===== src/rtl/ex_mem_pkg.sv =====
// Shared definitions for the EX/MEM pipeline register: stall bit positions,
// write-enable levels, load/store opcodes and accumulate step encodings.
package ex_mem_pkg;

  localparam int DATA_W_DEF     = 32;
  localparam int REG_ADDR_W_DEF = 5;
  localparam int ALUOP_W_DEF    = 8;
  localparam int STALL_W        = 6;

  localparam int STALL_EX  = 3;
  localparam int STALL_MEM = 4;

  localparam logic [31:0] ZERO_WORD     = 32'h0000_0000;
  localparam logic        WRITE_ENABLE  = 1'b1;
  localparam logic        WRITE_DISABLE = 1'b0;

  localparam logic [7:0] EXE_NOP_OP  = 8'b0000_0000;
  localparam logic [7:0] EXE_LB_OP   = 8'b1110_0000;
  localparam logic [7:0] EXE_LH_OP   = 8'b1110_0001;
  localparam logic [7:0] EXE_LW_OP   = 8'b1110_0011;
  localparam logic [7:0] EXE_LBU_OP  = 8'b1110_0100;
  localparam logic [7:0] EXE_LHU_OP  = 8'b1110_0101;
  localparam logic [7:0] EXE_SB_OP   = 8'b1110_1000;
  localparam logic [7:0] EXE_SH_OP   = 8'b1110_1001;
  localparam logic [7:0] EXE_SW_OP   = 8'b1110_1011;
  localparam logic [7:0] EXE_MADD_OP = 8'b1010_0110;
  localparam logic [7:0] EXE_MSUB_OP = 8'b1010_1000;

  // Multi-cycle accumulate progress handed back to EX across a bubble.
  localparam logic [1:0] CNT_IDLE  = 2'b00;
  localparam logic [1:0] CNT_STEP1 = 2'b01;
  localparam logic [1:0] CNT_RSVD  = 2'b10;

endpackage


===== src/rtl/ex_mem.sv =====
// EX/MEM pipeline register. Carries GPR/HI-LO write-back and load/store fields
// one cycle toward MEM, and parks the accumulate partial result during a bubble.
module ex_mem
  import ex_mem_pkg::*;
#(
  parameter int DATA_W     = DATA_W_DEF,
  parameter int REG_ADDR_W = REG_ADDR_W_DEF,
  parameter int ALUOP_W    = ALUOP_W_DEF
) (
  input  logic                  clk,
  input  logic                  rst,
  input  logic [STALL_W-1:0]    stall,
  input  logic                  flush,

  input  logic [REG_ADDR_W-1:0] ex_wd,
  input  logic                  ex_wreg,
  input  logic [DATA_W-1:0]     ex_wdata,
  input  logic [DATA_W-1:0]     ex_hi,
  input  logic [DATA_W-1:0]     ex_lo,
  input  logic                  ex_whilo,
  input  logic [ALUOP_W-1:0]    ex_aluop,
  input  logic [DATA_W-1:0]     ex_mem_addr,
  input  logic [DATA_W-1:0]     ex_reg2,
  input  logic [2*DATA_W-1:0]   hilo_i,
  input  logic [1:0]            cnt_i,

  output logic [REG_ADDR_W-1:0] mem_wd,
  output logic                  mem_wreg,
  output logic [DATA_W-1:0]     mem_wdata,
  output logic [DATA_W-1:0]     mem_hi,
  output logic [DATA_W-1:0]     mem_lo,
  output logic                  mem_whilo,
  output logic [ALUOP_W-1:0]    mem_aluop,
  output logic [DATA_W-1:0]     mem_mem_addr,
  output logic [DATA_W-1:0]     mem_reg2,
  output logic                  mem_valid,
  output logic [2*DATA_W-1:0]   hilo_o,
  output logic [1:0]            cnt_o
);

  // Only the EX and MEM stall bits matter to this stage.
  logic unused_stall_bits;
  assign unused_stall_bits = ^{stall[5], stall[2:0]};

  always_ff @(posedge clk or posedge rst) begin
    if (rst) begin
      mem_wd       <= '0;
      mem_wreg     <= WRITE_DISABLE;
      mem_wdata    <= '0;
      mem_hi       <= '0;
      mem_lo       <= '0;
      mem_whilo    <= WRITE_DISABLE;
      mem_aluop    <= '0;
      mem_mem_addr <= '0;
      mem_reg2     <= '0;
      mem_valid    <= 1'b0;
      hilo_o       <= '0;
      cnt_o        <= CNT_IDLE;
    end else if (flush) begin
      mem_wd       <= '0;
      mem_wreg     <= WRITE_DISABLE;
      mem_wdata    <= '0;
      mem_hi       <= '0;
      mem_lo       <= '0;
      mem_whilo    <= WRITE_DISABLE;
      mem_aluop    <= '0;
      mem_mem_addr <= '0;
      mem_reg2     <= '0;
      mem_valid    <= 1'b0;
      hilo_o       <= '0;
      cnt_o        <= CNT_IDLE;
    end else if (stall[STALL_MEM]) begin
      // MEM stalled: hold everything, whatever EX is doing.
      mem_wd       <= mem_wd;
      mem_wreg     <= mem_wreg;
      mem_wdata    <= mem_wdata;
      mem_hi       <= mem_hi;
      mem_lo       <= mem_lo;
      mem_whilo    <= mem_whilo;
      mem_aluop    <= mem_aluop;
      mem_mem_addr <= mem_mem_addr;
      mem_reg2     <= mem_reg2;
      mem_valid    <= mem_valid;
      hilo_o       <= hilo_o;
      cnt_o        <= cnt_o;
    end else if (stall[STALL_EX]) begin
      // EX stalled, MEM free: send a bubble and keep the accumulate state.
      mem_wd       <= '0;
      mem_wreg     <= WRITE_DISABLE;
      mem_wdata    <= '0;
      mem_hi       <= '0;
      mem_lo       <= '0;
      mem_whilo    <= WRITE_DISABLE;
      mem_aluop    <= '0;
      mem_mem_addr <= '0;
      mem_reg2     <= '0;
      mem_valid    <= 1'b0;
      hilo_o       <= hilo_i;
      cnt_o        <= cnt_i;
    end else begin
      mem_wd       <= ex_wd;
      mem_wreg     <= ex_wreg;
      mem_wdata    <= ex_wdata;
      mem_hi       <= ex_hi;
      mem_lo       <= ex_lo;
      mem_whilo    <= ex_whilo;
      mem_aluop    <= ex_aluop;
      mem_mem_addr <= ex_mem_addr;
      mem_reg2     <= ex_reg2;
      mem_valid    <= 1'b1;
      hilo_o       <= '0;
      cnt_o        <= CNT_IDLE;
    end
  end

endmodule

===== config.mk =====
export PLATFORM = sky130hd
export DESIGN_NAME = ex_mem
export DESIGN_NICKNAME = d
export VERILOG_FILES = /design/src/rtl/ex_mem_pkg.sv /design/src/rtl/ex_mem.sv
export SDC_FILE = /design/constraint.sdc
export NUM_CORES = 1
export LEC_CHECK = 0
export ABC_CLOCK_PERIOD_IN_PS = 7200
export CAP_MARGIN = 25
export CELL_PAD_IN_SITES_DETAIL_PLACEMENT = 1
export CELL_PAD_IN_SITES_GLOBAL_PLACEMENT = 2
export CORE_AREA = 2 2 193 195
export CTS_BUF_LIST = sky130_fd_sc_hd__clkbuf_4
export DETAILED_ROUTE_END_ITERATION = 8
export DIE_AREA = 0 0 195 197
export DONT_BUFFER_PORTS = 1
export PLACE_DENSITY_LB_ADDON = 0.1
export SLEW_MARGIN = 10
export SYNTH_ARGS = -nofsm -noshare
export SYNTH_HDL_FRONTEND = slang
export SYNTH_SLANG_ARGS = --single-unit

===== constraint.sdc =====
create_clock -name clk -period 7.2 [get_ports clk]
set_input_delay 0.72 -clock clk [delete_from_list [all_inputs] [get_ports clk]]
set_output_delay 0.72 -clock clk [all_outputs]
set_load 0.1 [all_outputs]

==> metrics.cfg <==
[global_route]
grt-ovfl-total=0
grt_pass1_vias=7838
grt_pass1_wl_mm=50.4
track_usage_pct=17.4
antenna_found_initial=16
grt_max_degree=248

[placed_design]
numPortBuffers=0
globalplace.congestion=0.755
dp_hpwl_mm=21.8
placed_cells=1209

[worst_hold_path]
min_path_type=in -> reg
hold_depth=1
hp-start=flush
worstHoldEndpoint=mem_wdata[2]

[routing]
vias=7147
drt-initial-drc-count=357
via_per_inst=5.29
routed_wl_mm=34.3
drtAntennaViolNets=0
first_pass_iters=5
post_drt_wl_per_cell_um=25.4
drc_errors=0

[floorplanning]
core_region_area_um2=36300
start_util_pct=27.3
die_x_um=195
die_y_um=197
ios=492
die_area_um2=38400
rows=70

[cts]
cts.sink_count=242
ctsLongestPathBuffers=3
ctsRootBufferMaster=clkbuf_4
cts_tree=done
clkLatencyLatePin_ns=0.70
hold_buffers=5
cts_resized=0
clk_pin_slew_worst_paths_ns=0.06
htreeDepth=3
cts_buffers=72
cts_setup_buffers=0

[power_and_ir_drop]
irDropWorstVdd_uv=123
leakagePower_nw=4.72
p_per_area_nw_per_um2=295
power.total_mw=3.28

[timing]
rsz0062_at_grt=false
max_slew_margin_pct=28.6
drv_slew=0
tns_ns=0
max_freq_mhz=409
skew_ns=0
hold_ws_ns=0.0884
hold_viol_final=0
fin_crit_sh_pct=33.9
setup-violations-final=0
timing.final.crit_period_ns=2.44
tightest_slew_ns=1.07

[critical_path]
path_max_fanout=2
critPathKind=reg -> out
required_ns=6.48
reg2reg_slack_ns=5.79
timing.rr.end=mem_valid
cp-end-kind=output port
cp.arrival_ns=1.72
cp.depth=0
ff2ff_path_depth=2
timing.rr.start=mem_valid
critPathLaunchType=register

[yosys]
synth-seq-area-share_pct=61.2
synth_cell_types=15
synth_nets=1077
synth_area_per_cell_um2=12.0
postSynthCellCount=827
netlist_area_um2=9890
ys_seq_elements=242
yosysWarnings=0

[finish]
fin_cells=1350
area_growth_pct=12.6
drive_above_1_share_pct=14.4
register_area_um2=6060
multi_input_area_um2=3380
nNetsFinal=1071
fillers=3964

[run_status]
status=complete, no violations

[run]
max_cap_viol_count=0

[power breakdown]
| part | switching, mW | total, mW | internal (mW) |
|---|---|---|---|
| registers | 0.425 | 1.83 | 1.40 |
| logic | 0.0946 | 0.158 | 0.0632 |
| clock network | 0.604 | 1.30 | 0.697 |
[placed cells by master, fill, tap and decap left out, types with 2 or more instances in the layout]
cell type        n
a21oi_1        122
a32o_1         119
buf_12           2
buf_16           3
buf_4            4
bufinv_16        2
clkbuf_4        98
clkinv_1        16
clkinvlp_4       2
dfrtp_1        242
diode_2         15
dlygate4sd3_1    4
inv_2            3
nand2_1        122
nor2b_4          2
or3b_1         115
or3b_2           7
[worst max-delay path by stage]
stage,from,endpoint,slack (ns)
after CTS,hilo_o[50],hilo_o[50],4.62
after global routing,hilo_o[50],hilo_o[50],4.61
after global placement,rst,mem_reg2[24],4.78
after detailed placement,rst,mem_reg2[24],4.64
after floorplan,rst,cnt_o[0],3.30
final,hilo_o[50],hilo_o[50],4.76
[Yosys cell counts, drive strengths merged]
master	instances	area [µm²]
dfrtp	242	6060
buf	45	280
a21oi	122	611
a211oi	1	7.51
or3b	122	1070
nand2	122	458
a32o	119	1190
inv	2	7.51
clkbuf	48	180
nor2	1	11.3
nor2b	3	18.8
[state kept, by name, summed over array words and instances (netlist names), 2 cells and up]
signal	count
mem_aluop	8
mem_mem_addr	32
mem_wdata	32
hilo_o	64
mem_wd	5
mem_lo	32
cnt_o	2
mem_hi	32
mem_reg2	32
[kinds of logic (layout without fill, tap and decap cells)]
family | Yosys count | after routing | synth area share (%)
buffers and inverters | 95 | 135 | 4.73
DFF | 242 | 242 | 61.2
and+or+nand+nor | 248 | 248 | 15.7
AOI/OAI and AO/OA | 242 | 242 | 18.3
other | 0 | 15 | 0
[metrics by stage]
stage | util [%] | area (µm²) | setup WS [ns]
floorplan | - | 9890 | 3.30
global placement | 27.8 | 10100 | 4.78
detailed placement | 28.0 | 10100 | 4.64
CTS | 30.5 | 11100 | 4.62
global route | 30.7 | 11100 | 4.61
finish | 30.7 | 11100 | 4.76
[cell type report]
cell class | count | area share [%]
timing repair buffer | 13 | 1.73
multi-input combinational | 490 | 30.3
antenna | 15 | 0.337
sequential | 242 | 54.4
clock inverter | 22 | 1.25
tap | 468 | 5.26
inverter | 2 | 0.112
clock buffer | 98 | 6.60
[per-layer routing]
metal / GRT usage (%) / vias to the layer above / share of wire, %
met5: 0 / - / 0.12
met4: 8.31 / 6 / 3.5
met3: 8.61 / 85 / 11
met2: 28.7 / 358 / 50
met1: 18.7 / 3601 / 36
li1: - / 3097 / -
Note: power is estimated with default switching activity, not from simulation.
